## src/rtl/fetch_stage.sv

```systemverilog
// Instruction fetch front end: sequential PC generation, 1-cycle imem requests,
// response FIFO toward the decode skid buffer, and backend redirect/flush.
module fetch_stage #(
   parameter logic [31:0] RESET_PC = 32'h0000_0000,
   parameter int unsigned DEPTH    = 3
) (
   input  logic        clk,
   input  logic        reset,
   output logic        imem_req_valid,
   output logic [31:0] imem_req_addr,
   input  logic [31:0] imem_rdata,
   input  logic        redirect_valid,
   input  logic [31:0] redirect_pc,
   output logic        valid_out,
   input  logic        ready_in,
   output logic [31:0] pc_out,
   output logic [31:0] instr_out
);

   localparam int unsigned PTR_W = (DEPTH > 1) ? $clog2(DEPTH) : 1;
   localparam int unsigned CNT_W = $clog2(DEPTH + 1);

   logic [31:0]      pc_q, pc_d;
   logic             inflight_q, inflight_d;
   logic [31:0]      inflight_pc_q, inflight_pc_d;
   logic [PTR_W-1:0] wr_ptr_q, wr_ptr_d;
   logic [PTR_W-1:0] rd_ptr_q, rd_ptr_d;
   logic [CNT_W-1:0] count_q, count_d;
   logic [31:0]      fifo_pc_q    [DEPTH];
   logic [31:0]      fifo_pc_d    [DEPTH];
   logic [31:0]      fifo_instr_q [DEPTH];
   logic [31:0]      fifo_instr_d [DEPTH];

   logic issue;
   logic push;
   logic pop;

   function automatic logic [PTR_W-1:0] ptr_inc(input logic [PTR_W-1:0] p);
      return (p == PTR_W'(DEPTH - 1)) ? '0 : p + PTR_W'(1);
   endfunction

   always_comb begin
      valid_out      = !reset && (count_q != '0);
      pc_out         = fifo_pc_q[rd_ptr_q];
      instr_out      = fifo_instr_q[rd_ptr_q];
      // Occupancy plus in-flight cap guarantees every response has a free slot.
      issue          = !reset && !redirect_valid &&
                       ((32'(count_q) + 32'(inflight_q)) < DEPTH);
      imem_req_valid = issue;
      imem_req_addr  = pc_q;
      push           = inflight_q && !redirect_valid;
      pop            = valid_out && ready_in && !redirect_valid;
   end

   always_comb begin
      pc_d          = pc_q;
      inflight_d    = 1'b0;
      inflight_pc_d = inflight_pc_q;
      wr_ptr_d      = wr_ptr_q;
      rd_ptr_d      = rd_ptr_q;
      count_d       = count_q;
      fifo_pc_d     = fifo_pc_q;
      fifo_instr_d  = fifo_instr_q;

      if (redirect_valid) begin
         pc_d     = redirect_pc & 32'hFFFF_FFFC;
         wr_ptr_d = '0;
         rd_ptr_d = '0;
         count_d  = '0;
      end else begin
         if (issue) begin
            pc_d          = pc_q + 32'd4;
            inflight_d    = 1'b1;
            inflight_pc_d = pc_q;
         end
         if (push) begin
            fifo_pc_d[wr_ptr_q]    = inflight_pc_q;
            fifo_instr_d[wr_ptr_q] = imem_rdata;
            wr_ptr_d               = ptr_inc(wr_ptr_q);
         end
         if (pop) begin
            rd_ptr_d = ptr_inc(rd_ptr_q);
         end
         case ({push, pop})
            2'b10:   count_d = count_q + CNT_W'(1);
            2'b01:   count_d = count_q - CNT_W'(1);
            default: count_d = count_q;
         endcase
      end
   end

   always_ff @(posedge clk) begin
      if (reset) begin
         pc_q          <= RESET_PC;
         inflight_q    <= 1'b0;
         inflight_pc_q <= '0;
         wr_ptr_q      <= '0;
         rd_ptr_q      <= '0;
         count_q       <= '0;
      end else begin
         pc_q          <= pc_d;
         inflight_q    <= inflight_d;
         inflight_pc_q <= inflight_pc_d;
         wr_ptr_q      <= wr_ptr_d;
         rd_ptr_q      <= rd_ptr_d;
         count_q       <= count_d;
      end
   end

   always_ff @(posedge clk) begin
      fifo_pc_q    <= fifo_pc_d;
      fifo_instr_q <= fifo_instr_d;
   end

   push_never_full: assert property (@(posedge clk) disable iff (reset)
      !(push && (count_q == CNT_W'(DEPTH))));

endmodule
```

## config.mk

```make
export PLATFORM = sky130hd
export DESIGN_NAME = fetch_stage
export DESIGN_NICKNAME = d
export VERILOG_FILES = /design/src/rtl/fetch_stage.sv
export SDC_FILE = /design/constraint.sdc
export NUM_CORES = 1
export LEC_CHECK = 0
export CORE_ASPECT_RATIO = 0.5
export CORE_UTILIZATION = 53
export CTS_BUF_LIST = sky130_fd_sc_hd__clkbuf_4 sky130_fd_sc_hd__clkbuf_8 sky130_fd_sc_hd__clkbuf_16
export DETAILED_ROUTE_END_ITERATION = 12
export PLACE_DENSITY = 0.79
export REMOVE_ABC_BUFFERS = 1
export SYNTH_ARGS = -nofsm -noshare
export SYNTH_HDL_FRONTEND = slang
export SYNTH_SLANG_ARGS = --single-unit
```

## constraint.sdc

```tcl
create_clock -name clk -period 6.8 [get_ports clk]
set_input_delay 0.68 -clock clk [delete_from_list [all_inputs] [get_ports clk]]
set_output_delay 0.68 -clock clk [all_outputs]
set_load 0.03 [all_outputs]
```

==> impl_metrics.env <==
export IMPL_portBuffers=159
export IMPL_syn_avg_cell_area_um2=12.41
export IMPL_drt_initial_drc_count=381
export IMPL_ys_ff_latch=253
export IMPL_core_area_mm2=0.01852
export IMPL_cp_common_cell="ha_1"
export IMPL_tritoncts="built"
export IMPL_first_pass_iters=5
export IMPL_clkLatencyLatePin_ps=500
export IMPL_drv_cap=0
export IMPL_die_area_mm2=0.01961
export IMPL_die_y_um=99.51
export IMPL_cellLeakagePower_nw=4.081
export IMPL_cts_sinks=253
export IMPL_tns_ps=0
export IMPL_vias=6927
export IMPL_rrSetupSlack_ps=3870
export IMPL_finalSetupViolCount=0
export IMPL_pin_count=166
export IMPL_dp_cells=1194
export IMPL_antenna_found_initial=0
export IMPL_numCtsBuffers=23
export IMPL_regArea_mm2=0.006932
export IMPL_yosysWarnings=0
export IMPL_initial_core_util_pct=54.41
export IMPL_syn_area_mm2=0.01008
export IMPL_die_w_um=197.0
export IMPL_finalCritPeriodShare_pct=62.38
export IMPL_fin_crit_ps=4242
export IMPL_hp_start="inflight_pc_q[16]"
export IMPL_drive_above_1_share_pct=6.660
export IMPL_r2r_end="imem_req_addr[21]"
export IMPL_cts_resized=0
export IMPL_slowest_stage="inv_1"
export IMPL_cp_num_buf_inv=2
export IMPL_wl_per_cell_um=18.63
export IMPL_crit_path_start="inflight_q"
export IMPL_critPathTopFamily="buffers and inverters"
export IMPL_path_clk_slew_ps=70
export IMPL_startpoint_type="register"
export IMPL_gp_congestion=0.7651
export IMPL_grt_use_total_pct=23.60
export IMPL_hpwl_um=13800
export IMPL_power_density_mw_per_mm2=253.0
export IMPL_nFillCells=1315
export IMPL_cts_max_path_buffers=3
export IMPL_clock_skew_ps=23.16
export IMPL_path_cells="ha_1, ha_1, a2111o_1, inv_1, clkdlybuf4s50_1"
export IMPL_synth_edf_count=186
export IMPL_post_cts_buffers=0
export IMPL_nets=1032
export IMPL_clock_root_buffer="clkbuf_16"
export IMPL_crit_type="register to output pin"
export IMPL_grt_pass1_wl_um=36020
export IMPL_slew_headroom_pct=19.19
export IMPL_grt_pass1_vias=6957
export IMPL_grt_setup_unrepaired="false"
export IMPL_critPathMaxFanout=31
export IMPL_worstHoldPathCells=0
export IMPL_viasPerCell=5.609
export IMPL_r2r_start="inflight_q"
export IMPL_drc=0
export IMPL_final_cell_mix="edfxtp_1 (186), clkdlybuf4s50_1 (158), nand2_1 (148)"
export IMPL_ys_seq_area_share_pct=68.73
export IMPL_max_freq_mhz=235.7
export IMPL_ff2ff_path_depth=7
export IMPL_ys_async_sr_fraction_pct=0
export IMPL_peakVddDrop_mv=0.1797
export IMPL_antenna_left=0
export IMPL_grt_overflow_total=0
export IMPL_ctsHoldBuffers=0
export IMPL_grt_start_max_net_pins=73
export IMPL_cp_arrival_ps=3560
export IMPL_hold_class="register to register"
export IMPL_num_rows=35
export IMPL_synthToLayoutAreaGrowth_pct=25.44
export IMPL_yosysUniqueCellTypes=49
export IMPL_netlist_instances=812
export IMPL_max_stage_delay_ps=880
export IMPL_final_common_cell="edfxtp_1"
export IMPL_end_kind="output pin"
export IMPL_antennaDiodeCount=0
export IMPL_critPathRequiredTime_ps=6120
export IMPL_h_tree_depth=1
export IMPL_outcome="completed"
export IMPL_routed_wl_um=23010
export IMPL_synthFlopType="edfxtp_1"
export IMPL_worst_pin_slew_ps=1211
export IMPL_drv_slew=0
export IMPL_hold_end="fifo_pc_q[16]"
export IMPL_final_cells=1235
export IMPL_multi_input_area_mm2=0.002942
export IMPL_hold_violations=0
==> worst max path at each step <==
stage | slack, ps | to | cells past startpoint
floorplan | 460 | fifo_instr_q[32] | 3
global placement | 2790 | imem_req_valid | 5
detailed placement | 2750 | imem_req_valid | 5
CTS | 2580 | imem_req_valid | 5
global route | 2440 | imem_req_valid | 5
finish | 2560 | imem_req_valid | 5
==> synthesized netlist by cell type (9+ instances only) <==
library cell | n | area, um2
or3_1 | 9 | 56.30
nand3_1 | 14 | 70.07
nand4_1 | 10 | 62.56
a211oi_1 | 9 | 67.56
o21ai_0 | 74 | 370.4
or4_1 | 13 | 97.59
mux2i_1 | 63 | 630.6
nand2_1 | 148 | 555.5
nor2_1 | 37 | 138.9
a21oi_1 | 42 | 210.2
buf_1 | 9 | 33.78
edfxtp_1 | 186 | 5585
clkbuf_1 | 35 | 131.4
dfxtp_1 | 67 | 1341
==> worst reg2reg max path, cell delays in order, from the launching register on <==
cell      delay [ps]
dfxtp_1          360
ha_1             220
ha_1             310
a2111o_1         430
buf_4            280
or4_1            690
or3_1            400
a31oi_1          160
==> metal layers <==
layer  global-route usage (%)  vias up  part of all wire (%)
met5                        0        -                     0
met4                    7.513        0                   2.0
met3                    3.289       42                   4.9
met2                    40.26      206                    49
met1                    31.60     3403                    44
li1                         -     3276                     -
==> area by class of cell <==
type                       instances  area share (%)
clock inverter                     8          0.5146
multi-input combinational        502           23.27
timing repair buffer             171           13.26
inverter                           9          0.2672
sequential                       253           54.83
tap                              259           2.563
clock buffer                      33           5.295
==> registers in the layout, summed over array words and instances (netlist names) <==
signal	cells
fifo_instr_q	96
wr_ptr_q	2
count_q	2
imem_req_addr	30
rd_ptr_q	2
inflight_q	1
inflight_pc_q	30
fifo_pc_q	90
==> power breakdown <==
group / internal (W) / switching [W] / leakage [nW]
Clock: 0.000723 / 0.000532 / 0.370
Sequential: 0.00168 / 0.0000353 / 2.34
Combinational: 0.0000985 / 0.000126 / 1.37
==> through the flow <==
step | power (W) | area [um2] | setup WS [ps] | hold WS (ps) | util (%)
CTS | 0.003219 | 12640 | 2581 | 463.4 | 68.25
floorplan | 0.001849 | 9879 | 458.4 | 442.7 | -
global route | 0.003300 | 12640 | 2444 | 471.1 | 68.25
global placement | 0.001968 | 11910 | 2794 | 447.1 | 64.28
detailed placement | 0.001975 | 11910 | 2747 | 458.6 | 64.28
finish | 0.003198 | 12640 | 2558 | 462.6 | 68.25
==> cells by family after synthesis <==
kind of cell	synth area share (%)
other	0.03721
AO/OA/AOI/OAI	8.430
adder cells (fa/ha/maj)	0.4966
AND/OR/NAND/NOR	12.45
multiplexers	6.480
buffers and inverters	2.421
flip-flops	68.73
XOR/XNOR	0.9559
No activity file was read; power rests on OpenSTA's default activity.
